<file path="config.mk">
export PLATFORM = sky130hd
export DESIGN_NAME = cc_lanespeed_timer
export DESIGN_NICKNAME = d
export VERILOG_FILES = /design/src/rtl/cc_lanespeed_pkg.sv /design/src/rtl/cc_lanespeed_lane.sv /design/src/rtl/cc_lanespeed_timer.sv
export SDC_FILE = /design/constraint.sdc
export NUM_CORES = 1
export LEC_CHECK = 0
export CAP_MARGIN = 10
export CORE_MARGIN = 2
export CORE_UTILIZATION = 64
export CTS_CLUSTER_DIAMETER = 100
export DETAILED_ROUTE_END_ITERATION = 10
export PLACE_DENSITY = 0.82
export SLEW_MARGIN = 20
export SYNTH_ARGS = -nofsm -noshare
export SYNTH_HDL_FRONTEND = slang
export SYNTH_SLANG_ARGS = --single-unit
</file>
<file path="constraint.sdc">
create_clock -name CC_LANESPEED_CLOCK_50 -period 4.05 [get_ports CC_LANESPEED_CLOCK_50]
set_clock_uncertainty 0.1 [all_clocks]
set_input_delay 1.0125 -clock CC_LANESPEED_CLOCK_50 [delete_from_list [all_inputs] [get_ports CC_LANESPEED_CLOCK_50]]
set_output_delay 1.0125 -clock CC_LANESPEED_CLOCK_50 [all_outputs]
set_load 0.01 [all_outputs]
</file>
<file path="src/rtl/cc_lanespeed_pkg.sv">
// rtl/cc_lanespeed_pkg.sv - shared types, defaults and limit-step helper for cc_lanespeed_timer
package cc_lanespeed_pkg;

    typedef enum logic {IDLE, SCAN} speedState_t;

    localparam int          CC_DATAWIDTH     = 24;
    localparam int          CC_LANES         = 4;
    localparam int unsigned CC_DEFAULT_LIMIT = 16500000;
    localparam int unsigned CC_MIN_LIMIT     = 1000000;
    localparam int unsigned CC_SHIFT         = 3;

    // One level-up step: shave limit>>shift off the limit, never going below the floor.
    function automatic logic [31:0] speedStep(input logic [31:0] limit,
                                              input int unsigned shift,
                                              input logic [31:0] floorLimit);
        logic [31:0] reduced;
        reduced = limit - (limit >> shift);
        return (reduced < floorLimit) ? floorLimit : reduced;
    endfunction

endpackage

</file>
<file path="src/rtl/cc_lanespeed_lane.sv">
// rtl/cc_lanespeed_lane.sv - one lane: free-running counter, limit compare and registered active-low tick
module cc_lanespeed_lane
    import cc_lanespeed_pkg::*;
#(
    parameter int DATAWIDTH = CC_DATAWIDTH
) (
    input  logic                 clk,
    input  logic                 resetn,
    input  logic                 run,
    input  logic                 clear,
    input  logic [DATAWIDTH-1:0] limit,
    output logic                 tickLow
);

    logic [DATAWIDTH-1:0] count;

    // >= rather than == so a limit lowered under the running count still fires instead of wrapping.
    always_ff @(posedge clk) begin
        if (!resetn) begin
            count   <= '0;
            tickLow <= 1'b1;
        end else if (clear) begin
            count   <= '0;
            tickLow <= 1'b1;
        end else if (run && (count >= limit)) begin
            count   <= '0;
            tickLow <= 1'b0;
        end else if (run) begin
            count   <= count + 1'b1;
            tickLow <= 1'b1;
        end else begin
            tickLow <= 1'b1;
        end
    end

endmodule

</file>
<file path="src/rtl/cc_lanespeed_timer.sv">
// rtl/cc_lanespeed_timer.sv - per-lane programmable speed ticks with a sequential level-up scan
module cc_lanespeed_timer
    import cc_lanespeed_pkg::*;
#(
    parameter int          DATAWIDTH     = CC_DATAWIDTH,
    parameter int          LANES         = CC_LANES,
    parameter int unsigned DEFAULT_LIMIT = CC_DEFAULT_LIMIT,
    parameter int unsigned MIN_LIMIT     = CC_MIN_LIMIT,
    parameter int unsigned SHIFT         = CC_SHIFT
) (
    input  logic                       CC_LANESPEED_CLOCK_50,
    input  logic                       CC_LANESPEED_RESET_InLow,
    input  logic                       CC_LANESPEED_Run_In,
    input  logic                       CC_LANESPEED_Clear_In,
    input  logic                       CC_LANESPEED_Wr_In,
    input  logic [$clog2(LANES)-1:0]   CC_LANESPEED_WrLane_InBUS,
    input  logic [DATAWIDTH-1:0]       CC_LANESPEED_WrData_InBUS,
    input  logic                       CC_LANESPEED_SpeedUp_In,
    output logic [LANES-1:0]           CC_LANESPEED_Tick_OutBUSLow,
    output logic                       CC_LANESPEED_Busy_Out
);

    localparam int LW = $clog2(LANES);
    localparam logic [DATAWIDTH-1:0] DEF_LIMIT = DATAWIDTH'(DEFAULT_LIMIT);
    localparam logic [DATAWIDTH-1:0] MIN_L     = DATAWIDTH'(MIN_LIMIT);

    logic [DATAWIDTH-1:0] limitReg  [LANES];
    logic [DATAWIDTH-1:0] stepLimit [LANES];
    logic [DATAWIDTH-1:0] wrClamped;
    logic [LANES-1:0]     wrHit;
    speedState_t          state;
    logic [LW-1:0]        idx;

    // Lane decode only matches real lanes, so out-of-range write indices fall through untouched.
    always_comb begin
        wrClamped = (CC_LANESPEED_WrData_InBUS < MIN_L) ? MIN_L : CC_LANESPEED_WrData_InBUS;
        for (int i = 0; i < LANES; i++) begin
            stepLimit[i] = DATAWIDTH'(speedStep(32'(limitReg[i]), SHIFT, 32'(MIN_L)));
            wrHit[i]     = CC_LANESPEED_Wr_In && (CC_LANESPEED_WrLane_InBUS == LW'(i));
        end
    end

    // A host write outranks the scan step on the same lane in the same cycle.
    always_ff @(posedge CC_LANESPEED_CLOCK_50) begin
        for (int i = 0; i < LANES; i++) begin
            if (!CC_LANESPEED_RESET_InLow) begin
                limitReg[i] <= DEF_LIMIT;
            end else if (wrHit[i]) begin
                limitReg[i] <= wrClamped;
            end else if ((state == SCAN) && (idx == LW'(i))) begin
                limitReg[i] <= stepLimit[i];
            end
        end
    end

    always_ff @(posedge CC_LANESPEED_CLOCK_50) begin
        if (!CC_LANESPEED_RESET_InLow) begin
            state                 <= IDLE;
            idx                   <= '0;
            CC_LANESPEED_Busy_Out <= 1'b0;
        end else begin
            case (state)
                IDLE: begin
                    if (CC_LANESPEED_SpeedUp_In) begin
                        state                 <= SCAN;
                        idx                   <= '0;
                        CC_LANESPEED_Busy_Out <= 1'b1;
                    end
                end
                SCAN: begin
                    if (idx == LW'(LANES - 1)) begin
                        state                 <= IDLE;
                        idx                   <= '0;
                        CC_LANESPEED_Busy_Out <= 1'b0;
                    end else begin
                        idx <= idx + 1'b1;
                    end
                end
                default: begin
                    state                 <= IDLE;
                    CC_LANESPEED_Busy_Out <= 1'b0;
                end
            endcase
        end
    end

    for (genvar g = 0; g < LANES; g++) begin : gLane
        cc_lanespeed_lane #(
            .DATAWIDTH(DATAWIDTH)
        ) uLane (
            .clk    (CC_LANESPEED_CLOCK_50),
            .resetn (CC_LANESPEED_RESET_InLow),
            .run    (CC_LANESPEED_Run_In),
            .clear  (CC_LANESPEED_Clear_In),
            .limit  (limitReg[g]),
            .tickLow(CC_LANESPEED_Tick_OutBUSLow[g])
        );
    end

endmodule

</file>
==> metrics, run 1 <==
area of the multi-input gates=between 10000 and 15000 um2; EDFF count, synth=96; kind of start point of the critical path=flop; worst r2r src=limitReg[1][3]; full die area=26700 um2; vias=14700; synthesized net count=2145; Max Freq=258 MHz; core area=between 20000 and 30000 um2; Inserted Diodes=0; vias in the first global route=13800; largest net degree at the start of global routing=25; setup bufs post-CTS=0; HP Class=flop to flop; FF+latch area=4960 um2; Placer Congestion=0.961; Ys Warns=0; die height=163 um; # H-tree levels=4; CTS resizes=0; Sink Count=200; crit path kind=flop to flop; part of the cycle the worst path needs=0.957; Worst Path Required=just over 4 ns; Area after DPL=17000 um2; status=completed; Clk pin slew, worst setup/hold paths=~0.070 ns; ys flop type=dfxtp_1; most frequent cells in the layout=nor2_1, ha_1, nand2_1, inv_1, a21oi_1; Yosys reg bits=200; Min-Delay Startpoint=CC_LANESPEED_Busy_Out; final setup vio count=0; row cnt=58; final slew viol count=0; worst slack, placed=a little under 0.2 ns; GRT Util Overall=0.328; GRT overflow=0; Mapped Area=between 15000 and 20000 um2; Initial DRC Count=1339; Final Worst Setup Slack=0.175 ns; WL final=between 40 and 50 mm; asr flop ratio synth=0; I/O pin count=37; design area=17600 um2; worst ir drop on vdd=0.000266 V; post-synthesis sequential area ratio=0.306; Critical Path End Type=flop; most common cell after layout, fill and taps aside=nor2_1; total power=roughly 5.2 mW; antenna-violating nets left=0; first-pass GRT wire length=69.6 mm; Max-Cap Viols=0; count of unresolved DRC violations after routing=0; Fin Hold WS=0.419 ns; number of port buffers=36; Area Growth Syn to Fin=8.56%; Die Width=around 160 um; maximum clock path buffer count=2; Hold-fix buffers, CTS=0; Data arrival, critical path=3.94 ns; initial antenna violation count=0; share of cells above drive strength 1=0.0500; Distinct cells, synth=83; Slew HR=0.530; root buf cell=clkbuf_16; pwr dens=295 nW/um2; DRT Pass-1 Iters=6; Starting Density=0.649; Vias/cell=~6.4; Worst-Skew Late Latency=0.46 ns; Worst-Margin Slew=0.694 ns; fin crit period=3.87 ns; Routed WL per cell=between 15 and 20 um; Fillers=2026; dpl hpwl=33.6 mm; Cells after Synth=1921; CTS tree=done; CP max FO=10; Hold Vio Cnt, Final=0; nets@finish=2170; Crit. Startpoint=limitReg[1][3]; number of buffers created by CTS=17; Pleak=about 7.6 nW; setup TNS=0 ns; synthesized area per cell=8.46 um2
## stage by stage
| stage | std cells | util |
|---|---|---|
| floorplan | 1921 | - |
| global placement | 2257 | 0.680 |
| detailed placement | 2257 | 0.680 |
| CTS | 2289 | 0.703 |
| global route | 2289 | 0.705 |
| finish | 2289 | 0.705 |
## final timing paths
check	end	slack, ns	cells after the start
setup / recovery	limitReg[1][3]	0.18	12
hold / removal	CC_LANESPEED_Busy_Out	0.42	2
setup reg to reg	limitReg[1][3]	0.18	12
hold reg to reg	CC_LANESPEED_Busy_Out	0.42	2
## kinds of logic (layout without fill, tap and decap cells)
| family | count (synthesis) | count (layout) | synth area share |
|---|---|---|---|
| multiplexers | 7 | 7 | 0.00431 |
| AND/OR/NAND/NOR | 662 | 662 | 0.194 |
| XOR/XNOR | 166 | 166 | 0.0895 |
| AO/OA/AOI/OAI | 498 | 498 | 0.211 |
| buffers and inverters | 196 | 234 | 0.0467 |
| adder cells (fa/ha/maj) | 192 | 192 | 0.150 |
| flip-flops | 200 | 200 | 0.306 |
## metal layers
layer / vias up / part of all wire / global-route usage
li1: 7015 / - / -
met1: 6925 / 0.42 / 0.420
met5: - / 0 / 0
met4: 0 / 0.038 / 0.132
met2: 609 / 0.47 / 0.556
met3: 129 / 0.070 / 0.0518
## sequential cells by signal, summed over array words and instances (netlist names)
register / flops
gLane.uLane.count: 96
limitReg: 96
gLane.uLane.tickLow: 4
idx: 2
CC_LANESPEED_Busy_Out: 1
state: 1
## worst max-delay path: stages (launching register included)
cell and delay [ns]:
edfxtp_1 0.43, ha_1 0.24, fa_1 0.42, nor2b_1 0.18
o2111ai_1 0.16, a21oi_1 0.31, o21ai_0 0.28, o31ai_1 0.34
xnor2_1 0.18, nand2_1 0.06, or3_1 0.44, a21oi_4 0.32
o32ai_1 0.14
## synthesized netlist by cell type (8+ instances only)
cell type / n / area share
and2_1: 16 / 0.0062
nand2b_1: 28 / 0.011
a221oi_1: 10 / 0.0054
nor2b_1: 20 / 0.0077
a21o_1: 76 / 0.035
xor2_1: 82 / 0.044
a211o_1: 8 / 0.0043
a21oi_1: 113 / 0.035
nand2_1: 169 / 0.039
a2111oi_0: 11 / 0.0059
ha_1: 188 / 0.14
dfxtp_1: 104 / 0.13
nand4_1: 39 / 0.015
inv_1: 131 / 0.030
o221ai_1: 8 / 0.0043
o21a_1: 18 / 0.0083
o22ai_1: 21 / 0.0081
nor2_1: 209 / 0.048
edfxtp_1: 96 / 0.18
o211ai_1: 9 / 0.0042
o32ai_1: 12 / 0.0065
nand3_1: 72 / 0.022
o21bai_1: 11 / 0.0051
o22a_1: 15 / 0.0081
o21ai_0: 75 / 0.023
clkbuf_1: 52 / 0.012
and4_1: 10 / 0.0054
a31oi_1: 10 / 0.0039
and3_1: 28 / 0.011
or3_1: 8 / 0.0031
nor3_1: 33 / 0.010
a211oi_1: 21 / 0.0097
o21ai_1: 12 / 0.0037
xnor2_1: 84 / 0.045
## power breakdown
| part | internal (mW) | switching, mW |
|---|---|---|
| sequential | 2.18 | 0.0523 |
| clock | 0.856 | 0.849 |
| combinational | 0.488 | 0.779 |
| total | 3.53 | 1.68 |
## final cells by class
| type | instances | share of cell area |
|---|---|---|
| Inverter | 131 | 0.0279 |
| Tap cell | 330 | 0.0234 |
| Multi-Input combinational cell | 1525 | 0.599 |
| Clock buffer | 19 | 0.0263 |
| Sequential cell | 200 | 0.281 |
| Timing Repair Buffer | 71 | 0.0360 |
| Clock inverter | 13 | 0.00603 |
Note: power is estimated with default switching activity, not from simulation.
==> inputs of run 2 (changes only) <==
- SYNTH_HIERARCHICAL: unset -> 1
==> metrics, run 2 <==
dpl hpwl=36.8 mm (was 33.6 mm); reg2reg path depth=10 (was 12); Area Growth Syn to Fin=7.04% (was 8.56%); initial antenna violation count=0 (unchanged); part of the cycle the worst path needs=0.933 (was 0.957); asr flop ratio synth=0 (unchanged); fin crit period=3.78 ns (was 3.87 ns); crit path kind=flop to flop (unchanged); nets@finish=2384 (was 2170); vias in the first global route=15700 (was 13800); count of unresolved DRC violations after routing=0 (unchanged); maximum clock path buffer count=2 (unchanged); CP max FO=11 (was 10); met3 Resource Use GR=0.0649 (was 0.0518); most frequent cells in the layout=inv_1, ha_1, nand2_1, a21oi_1, nor2_1 (was nor2_1, ha_1, nand2_1, inv_1, a21oi_1); share of cells above drive strength 1=0.0566 (was 0.0500); Die Width=170 um (was 163 um); WHS Path Cells=2 (unchanged); most common cell after layout, fill and taps aside=inv_1 (was nor2_1); count leader, synth=inv_1 (was nor2_1); kind of start point of the critical path=flop (unchanged); Min-Delay Startpoint=CC_LANESPEED_Busy_Out (unchanged); Distinct cells, synth=98 (was 83); pwr dens=279 nW/um2 (was 295 nW/um2); status=completed (unchanged); EDFF count, synth=96 (unchanged); reg-to-reg setup timing slack=0.27 ns (was 0.18 ns); largest cells by area after synthesis=edfxtp_1, ha_1, dfxtp_1, xnor2_1, inv_1 (was edfxtp_1, ha_1, dfxtp_1, nor2_1, xnor2_1); share of the synthesized area in the top cell type=0.163 (was 0.177); Pleak=7.99 nW (was 7.58 nW); Yosys reg bits=200 (unchanged); # H-tree levels=4 (unchanged); Fin Hold WS=0.372 ns (was 0.419 ns); Worst-Margin Slew=0.919 ns (was 0.694 ns); Critical Path End Type=flop (unchanged); die height=170 um (was 163 um); Inserted Diodes=0 (unchanged); Routed WL per cell=19.2 um (about the same); largest area contributor in the netlist=edfxtp_1 (unchanged); Max-Cap Viols=0 (unchanged); Final Worst Setup Slack=0.270 ns (was 0.175 ns); first-pass GRT wire length=78.5 mm (was 69.6 mm); I/O pin count=37 (unchanged); grt met1 use=0.436 (was 0.420); Worst Path Required=4.16 ns (was 4.11 ns); Layout Cells excl Fill=2514 (was 2289); Slew HR=0.387 (was 0.530); Vias/cell=6.53 (was 6.41); worst r2r src=limitReg[1][6] (was limitReg[1][3]); Placer Congestion=1.01 (was 0.961); Clk pin slew, worst setup/hold paths=0.08 ns (was 0.07 ns); Data arrival, critical path=3.89 ns (was 3.94 ns); antenna-violating nets left=0 (unchanged); Post-synth top cells=inv_1, ha_1, nand2_1, a21oi_1, nor2_1 (was nor2_1, ha_1, nand2_1, inv_1, a21oi_1); CTS tree=done (unchanged); total power=5.28 mW (was 5.21 mW); Max Freq=265 MHz (was 258 MHz); ys flop type=dfxtp_1 (unchanged); Cells after Synth=2149 (was 1921); busiest grt layer=met2 (unchanged); number of buffers created by CTS=17 (unchanged); Hold-fix buffers, CTS=0 (unchanged); Global Route met2 Usage=0.563 (was 0.556); hold endpoint=CC_LANESPEED_Busy_Out (unchanged); full die area=29000 um2 (was 26700 um2); final slew viol count=0 (unchanged); DRT Pass-1 Iters=6 (unchanged); synthesized net count=2373 (was 2145); Mapped Area=17700 um2 (was 16200 um2); largest net degree at the start of global routing=45 (was 25); GRT Util Overall=0.338 (was 0.328); vias=16400 (was 14700); setup TNS=0 ns (unchanged); Sink Count=200 (unchanged); core area=27000 um2 (was 25000 um2); row cnt=60 (was 58); Initial DRC Count=1615 (was 1339); HP Class=flop to flop (unchanged); GRT overflow=0 (unchanged); Worst-Skew Late Latency=0.46 ns (about the same); Ys Warns=6 (was 0); synthesized area per cell=8.23 um2 (was 8.46 um2); Hold Vio Cnt, Final=0 (unchanged); final setup vio count=0 (unchanged); root buf cell=clkbuf_16 (unchanged); RSZ-0062 raised after global routing=no; post-synthesis sequential area ratio=0.281 (was 0.306); Fillers=2195 (was 2026); number of port buffers=36 (unchanged); WL final=48.4 mm (was 43.9 mm); placed insts=2482 (was 2257); reg-to-reg endpoint=limitReg[1][12] (was limitReg[1][3]); worst slack, placed=0.250 ns (was 0.194 ns); Regs by FF count=gLane.uLane/count x96, limitReg x96, gLane.uLane/tickLow x4 (was gLane.uLane.count x96, limitReg x96, gLane.uLane.tickLow x4); Crit. Startpoint=limitReg[1][6] (was limitReg[1][3]); Starting Density=0.655 (was 0.649); worst ir drop on vdd=0.000370 V (was 0.000266 V)
-- run 2: cell types whose count changed after synthesis, sizes merged, moves of 13 or more --
cell | before | now
nand2b | 28 | 42
a21oi | 114 | 163
o21a | 18 | 31
xor2 | 82 | 43
nor3 | 33 | 128
o22ai | 21 | 6
xnor2 | 84 | 110
inv | 131 | 229
nor2 | 210 | 152
nand3 | 72 | 59
a32o | 0 | 23
a21o | 76 | 22
a211o | 8 | 21
-- run 2: per-layer routing --
layer / vias to the layer above / wire length (um)
met4: 0 / 1760
li1: 7825 / -
met5: - / 0
met3: 122 / 4460
met2: 728 / 22200
met1: 7739 / 19900
-- run 2: cell families after synthesis --
group | count (synthesis) | share of synthesized area
AOI/OAI and AO/OA | 544 | 0.214
xor gates and xnor gates | 153 | 0.0757
adders and majority gates | 192 | 0.137
buffers and inverters | 308 | 0.0707
DFF | 200 | 0.281
muxes | 3 | 0.00170
and+or+nand+nor | 749 | 0.220
-- run 2: what timing repair did --
action | 4_1_cts | 5_1_grt
endpoints found under the setup margin | 0 | 4
setup buffers | 0 | 0
gates resized for setup | 0 | 2
-- run 2: stage by stage --
stage	area, um2	util
after floorplan	17700	-
final	18900	0.701
after detailed placement	18400	0.679
after global placement	18400	0.679
after CTS	18900	0.700
after global routing	18900	0.701
-- run 2: how the worst max path moves through the flow --
stage | to | slack, ns | depth (start not counted)
global placement | limitReg[2][8] | 0.43 | 11
floorplan | limitReg[2][15] | 0.64 | 11
finish | limitReg[1][12] | 0.27 | 10
CTS | limitReg[2][15] | 0.25 | 11
global route | limitReg[2][8] | 0.01 | 11
detailed placement | limitReg[2][15] | 0.25 | 11
-- run 2: power breakdown --
part	switching, mW	internal, mW
logic	0.819	0.506
clock network	0.804	0.901
registers	0.0652	2.18
total	1.69	3.59
-- run 2: area by class of cell --
| cell class | count | area (um2) | area share |
|---|---|---|---|
| clock inverter | 10 | 93.8 | 0.00496 |
| clock buffer | 22 | 474 | 0.0250 |
| sequential | 200 | 4960 | 0.262 |
| inverter | 229 | 860 | 0.0454 |
| tap | 341 | 427 | 0.0225 |
| multi-input combinational | 1641 | 11500 | 0.606 |
| timing repair buffer | 71 | 636 | 0.0336 |
-- run 2: worst max-delay path: stages, from the launching register on --
cell and delay (ns):
edfxtp_1 0.43, ha_1 0.52, a21oi_1 0.10, o21ai_0 0.31, nand3_1 0.20, a31o_2 0.27, o41ai_1 0.48, xnor2_1 0.23
nand4_1 0.21, a21o_1 0.36, a32o_1 0.33
==> inputs of run 3 (changes only) <==
- CTS_BUF_LIST: unset -> sky130_fd_sc_hd__clkbuf_8 sky130_fd_sc_hd__clkbuf_16
- PLACE_DENSITY: 0.82 -> unset
- PLACE_DENSITY_LB_ADDON: unset -> 0.05
==> metrics, run 3 (synthesized netlist as in run 2, its figures left out) <==
Sink Count=200 (unchanged); initial antenna violation count=0 (unchanged); Placer Congestion=1.02 (was 1.01); Fin Hold WS=0.374 ns (was 0.372 ns); Hold Vio Cnt, Final=0 (unchanged); Inserted Diodes=0 (unchanged); DRT Pass-1 Iters=5 (was 6); Pint=3.61 mW (was 3.59 mW); Pleak=8.03 nW (was 7.99 nW); total power=5.27 mW (was 5.28 mW); GRT Util Overall=0.332 (was 0.338); setup bufs post-CTS=0 (unchanged); # H-tree levels=4 (unchanged); final slew viol count=0 (unchanged); Clk pin slew, worst setup/hold paths=0.08 ns (about the same); Routed WL per cell=18.8 um (was 19.2 um); crit path kind=flop to flop (unchanged); clock power share=0.324 (was 0.323); final setup vio count=0 (unchanged); Max Freq=260 MHz (was 265 MHz); Area Growth Syn to Fin=7.17% (was 7.04%); fin crit period=3.85 ns (was 3.78 ns); antenna-violating nets left=0 (unchanged); row cnt=60 (unchanged); Max-Cap Viols=0 (unchanged); crit path cell chain=inv_1 -> ha_1 -> a21oi_1 -> o21ai_0 -> nand3_1 -> a31o_2 -> o41ai_1 -> xnor2_1 -> nand4_1 -> a21o_1 -> a32o_1 (was ha_1 -> a21oi_1 -> o21ai_0 -> nand3_1 -> a31o_2 -> o41ai_1 -> xnor2_1 -> nand4_1 -> a21o_1 -> a32o_1); core area=27000 um2 (unchanged); dpl hpwl=35.6 mm (was 36.8 mm); share of cells above drive strength 1=0.0570 (was 0.0566); setup TNS=0 ns (unchanged); Starting Density=0.655 (unchanged); pwr dens=278 nW/um2 (was 279 nW/um2); Initial DRC Count=1502 (was 1615); RSZ-0062 raised after global routing=no (unchanged); crit-path max cell delay=0.47 ns (was 0.52 ns); CTS tree=done (unchanged); count of unresolved DRC violations after routing=0 (unchanged); WL final=47.2 mm (was 48.4 mm); Worst-Margin Slew=0.937 ns (was 0.919 ns); number of port buffers=36 (unchanged); Comb pwr share=0.249 (was 0.251); kind of start point of the critical path=flop (unchanged); part of the cycle the worst path needs=0.950 (was 0.933); Regs by FF count=gLane.uLane/count x96, limitReg x96, gLane.uLane/tickLow x4 (unchanged); Die Width=170 um (unchanged); CP max FO=11 (unchanged); Data arrival, critical path=3.94 ns (was 3.89 ns); status=completed (unchanged); vias in the first global route=15500 (was 15700); die height=170 um (unchanged); first-pass GRT wire length=77.4 mm (was 78.5 mm); Sw Ratio=0.315 (was 0.320); GRT overflow=0 (unchanged); largest net degree at the start of global routing=45 (unchanged); most frequent cells in the layout=inv_1, ha_1, nand2_1, a21oi_1, nor2_1 (unchanged); most common cell after layout, fill and taps aside=inv_1 (unchanged); full die area=29000 um2 (unchanged); number of buffers created by CTS=17 (unchanged); I/O pin count=37 (unchanged); switching power=1.66 mW (was 1.69 mW); worst ir drop on vdd=0.000275 V (was 0.000370 V); Critical Path End Type=flop (unchanged); sequential share of power=0.426 (about the same); nets@finish=2386 (was 2384); Worst-Skew Late Latency=0.44 ns (was 0.46 ns); Worst Path Required=4.15 ns (was 4.16 ns); Vias/cell=6.43 (was 6.53); maximum clock path buffer count=2 (unchanged); Worst path slowest cell=ha_1 (unchanged); Slew HR=0.375 (was 0.387); HP Class=flop to flop (unchanged); vias=16200 (was 16400); root buf cell=clkbuf_16 (unchanged)
-- run 3: final timing paths --
check,slack [ns],cells past startpoint,start,endpoint
worst max-delay path,0.20,11,limitReg[1][9],limitReg[1][1]
worst min register to register,0.37,2,CC_LANESPEED_Busy_Out,CC_LANESPEED_Busy_Out
worst max register to register,0.20,11,limitReg[1][9],limitReg[1][1]
worst min-delay path,0.37,2,CC_LANESPEED_Busy_Out,CC_LANESPEED_Busy_Out
-- run 3: repair_timing --
action                     CTS  global route
hold buffers                 0             0
resized for setup            0             1
setup endpoints to repair    0             2
-- run 3: per-stage QoR --
stage	instance area [um2]	setup WS, ns	instances	utilization
global placement	18400	0.410	2484	0.680
detailed placement	18400	0.275	2484	0.680
global route	19000	0.0521	2516	0.702
floorplan	17700	0.644	2149	-
finish	19000	0.203	2516	0.702
CTS	19000	0.235	2516	0.701
-- run 3: critical path, delay by kind of cell, from the launching register on --
kind | cells | cell delay, ns
buffers and inverters | 1 | 0.06
AND/OR/NAND/NOR | 2 | 0.48
flip-flops | 1 | 0.41
adder cells (fa/ha/maj) | 1 | 0.47
XOR/XNOR | 1 | 0.22
AO/OA/AOI/OAI | 6 | 1.84
-- run 3: cell type report --
type	instances	area (um2)
Clock inverter	9	46.3
Timing Repair Buffer	73	651
Clock buffer	23	531
Multi-Input combinational cell	1641	11500
Sequential cell	200	4960
Inverter	229	860
Tap cell	341	427
Fill cell	2188	8070
-- run 3: per-layer routing --
| metal | routed length, um | vias up | track usage |
|---|---|---|---|
| met1 | 20000 | 7515 | 0.434 |
| met5 | 0 | - | 0 |
| met3 | 4160 | 123 | 0.0635 |
| met2 | 21400 | 700 | 0.542 |
| li1 | - | 7833 | - |
| met4 | 1700 | 0 | 0.129 |
-- run 3: power by group through the flow --
stage          sequential (mW)  combinational, mW  clock, mW
2_1_floorplan             2.26              0.940          0
3_3_place_gp              2.29               1.24          0
3_5_place_dp              2.29               1.26          0
4_1_cts                   2.24               1.28       1.73
5_1_grt                   2.25               1.44       1.80
6_report                  2.25               1.31       1.71
